===== src/rtl/serial_mem_slave_if.sv =====
// Serial bus + BRAM port bundle for serial_mem_slave.
// slave: rx,bram_q in; tx,busy,done,bram_wr/address/data out.
interface serial_mem_slave_if #(
  parameter int DATA_WIDTH    = 16,
  parameter int ADDRESS_WIDTH = 12
);
  logic                     rx;
  logic                     tx;
  logic                     busy;
  logic                     done;
  logic                     bram_wr;
  logic [ADDRESS_WIDTH-1:0] bram_address;
  logic [DATA_WIDTH-1:0]    bram_data;
  logic [DATA_WIDTH-1:0]    bram_q;

  modport slave (
    input  rx,
    input  bram_q,
    output tx,
    output busy,
    output done,
    output bram_wr,
    output bram_address,
    output bram_data
  );

  modport master (
    output rx,
    output bram_q,
    input  tx,
    input  busy,
    input  done,
    input  bram_wr,
    input  bram_address,
    input  bram_data
  );
endinterface


===== src/rtl/serial_mem_slave.sv =====
// Bit-serial read/write front end for a slave BRAM.
// Ports: clk, rst (sync, active-high), bus (slave modport).
module serial_mem_slave #(
  parameter int MEMORY_DEPTH  = 4096,
  parameter int DATA_WIDTH    = 16,
  parameter int ADDRESS_WIDTH = $clog2(MEMORY_DEPTH)
) (
  input  logic              clk,
  input  logic              rst,
  serial_mem_slave_if.slave bus
);
  localparam int AW = ADDRESS_WIDTH;
  localparam int DW = DATA_WIDTH;
  localparam int CW = $clog2(DW + 1);

  // Counter reload values: a field ends on the bit seen at zero.
  localparam logic [CW-1:0] AW_LAST = CW'(AW - 1);
  localparam logic [CW-1:0] DW_LAST = CW'(DW - 1);
  localparam logic [CW-1:0] ONE     = CW'(1);
  localparam logic [AW:0]   DEPTH   = (AW + 1)'(MEMORY_DEPTH);

  typedef enum logic [3:0] {
    S_IDLE,
    S_CMD,
    S_ADDR,
    S_WDATA,
    S_WRITE,
    S_RADDR,
    S_RLOAD,
    S_TXSTART,
    S_TXDATA
  } state_e;

  state_e          state_q;
  logic            cmd_q;
  logic [CW-1:0]   cnt_q;
  logic [AW-1:0]   addr_q;
  logic [DW-1:0]   wdat_q;
  logic [DW-1:0]   tsh_q;
  logic            tx_q;
  logic            busy_q;
  logic            done_q;
  logic            wr_q;

  logic [AW-1:0]   addr_d;
  logic [DW-1:0]   wdat_d;
  logic [DW-1:0]   tsh_d;
  logic            in_range;

  always_comb begin
    addr_d   = {addr_q[AW-2:0], bus.rx};
    wdat_d   = {wdat_q[DW-2:0], bus.rx};
    tsh_d    = {tsh_q[DW-2:0], 1'b0};
    in_range = ({1'b0, addr_q} < DEPTH);
  end

  // The address is shifted straight into the BRAM address
  // register; it is only meaningful after ADDR completes.
  always_ff @(posedge clk) begin
    if (rst) begin
      state_q <= S_IDLE;
      cmd_q   <= 1'b0;
      cnt_q   <= '0;
      addr_q  <= '0;
      wdat_q  <= '0;
      tsh_q   <= '0;
      tx_q    <= 1'b0;
      busy_q  <= 1'b0;
      done_q  <= 1'b0;
      wr_q    <= 1'b0;
    end else begin
      unique case (state_q)
        S_IDLE: begin
          if (bus.rx) begin
            state_q <= S_CMD;
            busy_q  <= 1'b1;
          end
        end
        S_CMD: begin
          cmd_q   <= bus.rx;
          cnt_q   <= AW_LAST;
          state_q <= S_ADDR;
        end
        S_ADDR: begin
          addr_q <= addr_d;
          if (cnt_q == '0) begin
            if (cmd_q) begin
              state_q <= S_WDATA;
              cnt_q   <= DW_LAST;
            end else begin
              state_q <= S_RADDR;
            end
          end else begin
            cnt_q <= cnt_q - ONE;
          end
        end
        S_WDATA: begin
          wdat_q <= wdat_d;
          if (cnt_q == '0) begin
            state_q <= S_WRITE;
            wr_q    <= in_range;
            done_q  <= 1'b1;
          end else begin
            cnt_q <= cnt_q - ONE;
          end
        end
        S_WRITE: begin
          state_q <= S_IDLE;
          wr_q    <= 1'b0;
          done_q  <= 1'b0;
          busy_q  <= 1'b0;
        end
        S_RADDR: begin
          state_q <= S_RLOAD;
        end
        S_RLOAD: begin
          tsh_q   <= in_range ? bus.bram_q : '0;
          tx_q    <= 1'b1;
          state_q <= S_TXSTART;
        end
        S_TXSTART: begin
          tx_q    <= tsh_q[DW-1];
          tsh_q   <= tsh_d;
          cnt_q   <= DW_LAST;
          state_q <= S_TXDATA;
        end
        S_TXDATA: begin
          if (cnt_q == '0) begin
            state_q <= S_IDLE;
            tx_q    <= 1'b0;
            done_q  <= 1'b0;
            busy_q  <= 1'b0;
          end else begin
            tx_q   <= tsh_q[DW-1];
            tsh_q  <= tsh_d;
            cnt_q  <= cnt_q - ONE;
            // Raise done so it lines up with the final bit.
            done_q <= (cnt_q == ONE);
          end
        end
        default: begin
          state_q <= S_IDLE;
        end
      endcase
    end
  end

  assign bus.tx           = tx_q;
  assign bus.busy         = busy_q;
  assign bus.done         = done_q;
  assign bus.bram_wr      = wr_q;
  assign bus.bram_address = addr_q;
  assign bus.bram_data    = wdat_q;
endmodule


===== src/flat_wrapper.sv =====
// flat-port wrapper written by rule: the top's interface ports become plain ports
module serial_mem_slave_flat 
#(
  parameter int MEMORY_DEPTH  = 4096,
  parameter int DATA_WIDTH    = 16,
  parameter int ADDRESS_WIDTH = $clog2(MEMORY_DEPTH)
)
  (clk, rst, bus_rx, bus_bram_q, bus_tx, bus_busy, bus_done, bus_bram_wr, bus_bram_address, bus_bram_data);
  serial_mem_slave_if #(.DATA_WIDTH(DATA_WIDTH), .ADDRESS_WIDTH(ADDRESS_WIDTH)) bus_i ();
  input  logic clk;
  input  logic rst;
  input wire logic [$bits(bus_i.rx)-1:0] bus_rx;
  input wire logic [$bits(bus_i.bram_q)-1:0] bus_bram_q;
  output wire logic [$bits(bus_i.tx)-1:0] bus_tx;
  output wire logic [$bits(bus_i.busy)-1:0] bus_busy;
  output wire logic [$bits(bus_i.done)-1:0] bus_done;
  output wire logic [$bits(bus_i.bram_wr)-1:0] bus_bram_wr;
  output wire logic [$bits(bus_i.bram_address)-1:0] bus_bram_address;
  output wire logic [$bits(bus_i.bram_data)-1:0] bus_bram_data;
  assign bus_i.rx = bus_rx;
  assign bus_i.bram_q = bus_bram_q;
  assign bus_tx = bus_i.tx;
  assign bus_busy = bus_i.busy;
  assign bus_done = bus_i.done;
  assign bus_bram_wr = bus_i.bram_wr;
  assign bus_bram_address = bus_i.bram_address;
  assign bus_bram_data = bus_i.bram_data;
  serial_mem_slave #(.MEMORY_DEPTH(MEMORY_DEPTH), .DATA_WIDTH(DATA_WIDTH), .ADDRESS_WIDTH(ADDRESS_WIDTH)) u_core (.clk(clk), .rst(rst), .bus(bus_i));
endmodule

===== config.mk =====
export PLATFORM = sky130hd
export DESIGN_NAME = serial_mem_slave_flat
export DESIGN_NICKNAME = d
export VERILOG_FILES = /design/src/rtl/serial_mem_slave_if.sv /design/src/rtl/serial_mem_slave.sv /design/src/flat_wrapper.sv
export SDC_FILE = /design/constraint.sdc
export NUM_CORES = 1
export LEC_CHECK = 0
export CAP_MARGIN = 20
export CORE_MARGIN = 1
export CORE_UTILIZATION = 31
export DETAILED_ROUTE_END_ITERATION = 12
export HOLD_SLACK_MARGIN = 0.05
export PLACE_DENSITY_LB_ADDON = 0.2
export SLEW_MARGIN = 5
export SYNTH_ARGS = -nofsm -noshare
export SYNTH_HDL_FRONTEND = slang
export SYNTH_SLANG_ARGS = --single-unit

===== constraint.sdc =====
create_clock -name clk -period 3.43 [get_ports clk]
set_input_delay 0.686 -clock clk [delete_from_list [all_inputs] [get_ports clk]]
set_output_delay 0.686 -clock clk [all_outputs]
set_load 0.01 [all_outputs]

==> results by group <==
Outcome
  – Status: finished clean

STA
  – Worst setup margin: roughly 1.0 ns
  – Max Slew Vio Count: 0
  – Final Cycle Share: a little over two thirds
  – Slew @ Worst Pin: ~0.8 ns
  – Hold slack: 0.454 ns
  – Sum Neg Setup Slack: 0 ns
  – RSZ-0062 raised after global routing: no
  – Worst Skew: roughly 0.011 ns
  – Final Hold Fails: 0
  – Fmax: 0.418 GHz
  – Worst slew margin relative to its limit: 46.7%
  – Final Critical Period: 2.39 ns
  – Setup-failing EPs final: 0

Clock tree
  – Resized Gates After CTS: 0
  – Post-cts hold buffer count: 0
  – Root buffer cell: clkbuf_8
  – TritonCTS clock tree: built
  – Worst-skew pair later-pin latency: about 0.33 ns
  – CTS Buf Count: 9
  – Clk sink count: 58
  – H-tree levels: 3
  – Clock slew at reported path FFs: roughly 0.07 ns
  – Clock Path Buffers: 2
  – Setup bufs post-CTS: 0

Floorplanning
  – Num ports: 51
  – Cell Rows: 33
  – CORE AREA: 8380 µm²
  – Die height: 96.0 µm
  – Die area: around 9000 µm²
  – Initial Util: 32.7%
  – Die width: 96.0 µm

Critical path
  – Worst EP required: 3.67 ns
  – Worst setup EP type: flop
  – Crit path cell chain: or4b_4 > o22ai_2 > buf_4 > nor2_1 > a311oi_2
  – RR Startpoint: u_core.state_q[3]
  – Worst flop-to-flop path endpoint: u_core.tsh_q[13]
  – Startpoint types: flop
  – Max incr delay on CP: 0.69 ns
  – WP depth: 5
  – CP Data Arrival Time: 2.64 ns
  – Delay-heaviest family, CP: simple AND/OR/NAND/NOR gates
  – CP Buf/Inv Count: 1
  – Depth of the most critical reg-to-reg path: 5
  – Worst-path fanout max: 31
  – Crit Path Category: reg2reg
  – Flop2flop setup slack: 1.04 ns
  – Slowest CP cell: or4b_4

Hold path
  – Worst Hold Path EP: u_core.bus.bram_data[15]
  – Hold WC Path Type: reg2reg
  – Hold path cells: 2
  – Min-delay src: u_core.bus.bram_data[15]

Power and ir drop
  – Worst vdd ir: 0.177 mV
  – P_leak: 1.10 nW
  – Switching part of the total power: 27.6%
  – Seq pwr share: 48.3%
  – Pwr/cell area: approximately 430 nW/µm²
  – Clock network fraction of design power: 38.6%
  – Int Pwr: 0.00107 W
  – Combinational Power Share: between 10% and 20%
  – Switching pwr: 0.000410 W

Finish
  – Commonest non-fill, non-tap cell in the layout: nand2_1
  – Most frequent cells in the layout: 77 x nand2_1, 58 x dfxtp_1, 49 x clkdlybuf4s50_1, 36 x a21oi_1, 26 x nor2_1
  – Nets: 391
  – Reg area: 1160 µm²
  – Share of layout cells above drive strength 1: a little under an eighth
  – Final cell count without fillers: 478
  – Filler Cell Count: ~900
  – Ant. Diodes: 0
  – Area delta synth->final: 26.4%
  – Multi-input logic area: between 1000 and 1500 µm²
  – Final Core Density: 41.3%

Place
  – DP Worst Slack: 1.07 ns
  – GPL Wtd Cong: ~0.86
  – PortBufs: 50
  – Post-detail-place hpwl: 4200 µm
  – Placed insts: 463

Logic synthesis
  – Synth Register Bits: 58
  – Sequential area share after synthesis: 42.4%
  – Synthesized net count: around 350
  – Syn Area/Cell: 8.30 µm²
  – YS warnings: 0
  – Synthesized instance count: 330
  – Top_reg_cell synth: dfxtp_1
  – Share of the synthesized area in the top cell type: 42.4%
  – Distinct cells, synth: 49
  – Synth area leaders: dfxtp_1 42%, nand2_1 11%, a311oi_2 7.7%
  – Post-synth EDFFs: 0
  – Dominant cell type by area after synthesis: dfxtp_1
  – Post-Syn Area: 2740 µm²
  – Post-synth ARST share: 0%

GRT
  – GR Overflow Total: 0
  – First-pass GRT wire length: between 10000 and 15000 µm
  – Via count of the first global-routing pass: 2283
  – Initial antenna violation count: 0
  – Overall routing resource usage: 14.8%
  – Largest net degree at the start of global routing: 34

Routing
  – Drt first-iter violations: 126
  – Via count: 2422
  – Final wirelength: 6350 µm
  – Residual DRC: 0
  – Vias per std cell: 5.07
  – Post-route ant nets: 0
  – Drt pass-1 iters: 5
  – Wire per inst: 13.3 µm

Flow run
  – Max Cap Viol: 0
==> power by group through the flow <==
stage	Sequential [W]	Combinational [W]	Clock, W
4_1_cts	0.000716	0.000196	0.000588
5_1_grt	0.000719	0.000216	0.000618
3_3_place_gp	0.000731	0.000197	0
3_5_place_dp	0.000731	0.000196	0
6_report	0.000716	0.000195	0.000572
2_1_floorplan	0.000717	0.000149	0
==> Yosys cell counts (2+ instances only) <==
master and number:
nand2_1 77, dfxtp_1 58, a21oi_1 36, nor2_1 26, clkbuf_1 16, nand3_1 15
a311oi_2 14, nand2b_1 8, nor3_1 8, buf_2 6, inv_1 6, a211oi_1 5
o21ai_0 5, a311oi_1 3, buf_6 3, ha_1 3, a211oi_2 2, a221oi_1 2
buf_4 2, mux2i_1 2, nand4b_1 2, nor2b_1 2, nor4bb_1 2, o21a_1 2
==> worst max-delay path by stage <==
stage / startpoint / end / slack (ns)
floorplan: u_core.cnt_q[0] / u_core.cnt_q[3] / 1.63
global placement: u_core.state_q[3] / u_core.tsh_q[14] / 1.16
detailed placement: u_core.state_q[3] / u_core.tsh_q[13] / 1.07
CTS: u_core.state_q[3] / u_core.tsh_q[13] / 1.06
global route: u_core.state_q[3] / u_core.tsh_q[9] / 0.90
finish: u_core.state_q[3] / u_core.tsh_q[13] / 1.04
==> routing by layer <==
metal | vias to the layer above | GRT usage, % | part of all wire (%)
li1 | 1230 | - | -
met1 | 1116 | 19.0 | 50
met2 | 65 | 23.6 | 43
met3 | 11 | 3.24 | 4.8
met4 | 0 | 6.59 | 1.8
met5 | - | 0 | 0
==> state kept, by name (all words and copies together) (netlist names), 4 cells and up <==
register,cells
u_core.tsh_q,16
u_core.bus.bram_data,16
u_core.cnt_q,5
u_core.bus.bram_address,12
u_core.state_q,4
==> logic make-up (layout without fill, tap and decap cells) <==
logic type	Yosys count	after routing	share of synthesized area [%]
simple gates	151	151	25.9
compound gates	81	81	23.2
mux	2	2	0.731
xor+xnor	1	1	0.320
buf+inv	34	77	6.03
fa+ha+maj	3	3	1.37
flops	58	58	42.4
==> worst min-delay path, delay by kind of cell (launching register included) <==
family,cells,cell delay [ns]
simple gates,1,0.05
flops,1,0.31
compound gates,1,0.05
==> layout make-up <==
cell class              count  share of cell area [%]
clock inverters             4                   0.795
well taps                 105                    3.79
flip-flops and latches     58                    33.5
multi-input cells         238                    41.2
repair buffers             56                    15.6
inverters                   6                   0.651
clock buffers              11                    4.37
==> metrics by stage <==
step                total power [W]  area, µm²
CTS                         0.00150       3460
floorplan                  0.000866       2740
global placement           0.000927       3280
global route                0.00155       3460
finish                      0.00148       3460
detailed placement         0.000927       3280
No activity file was read; power rests on OpenSTA's default activity.
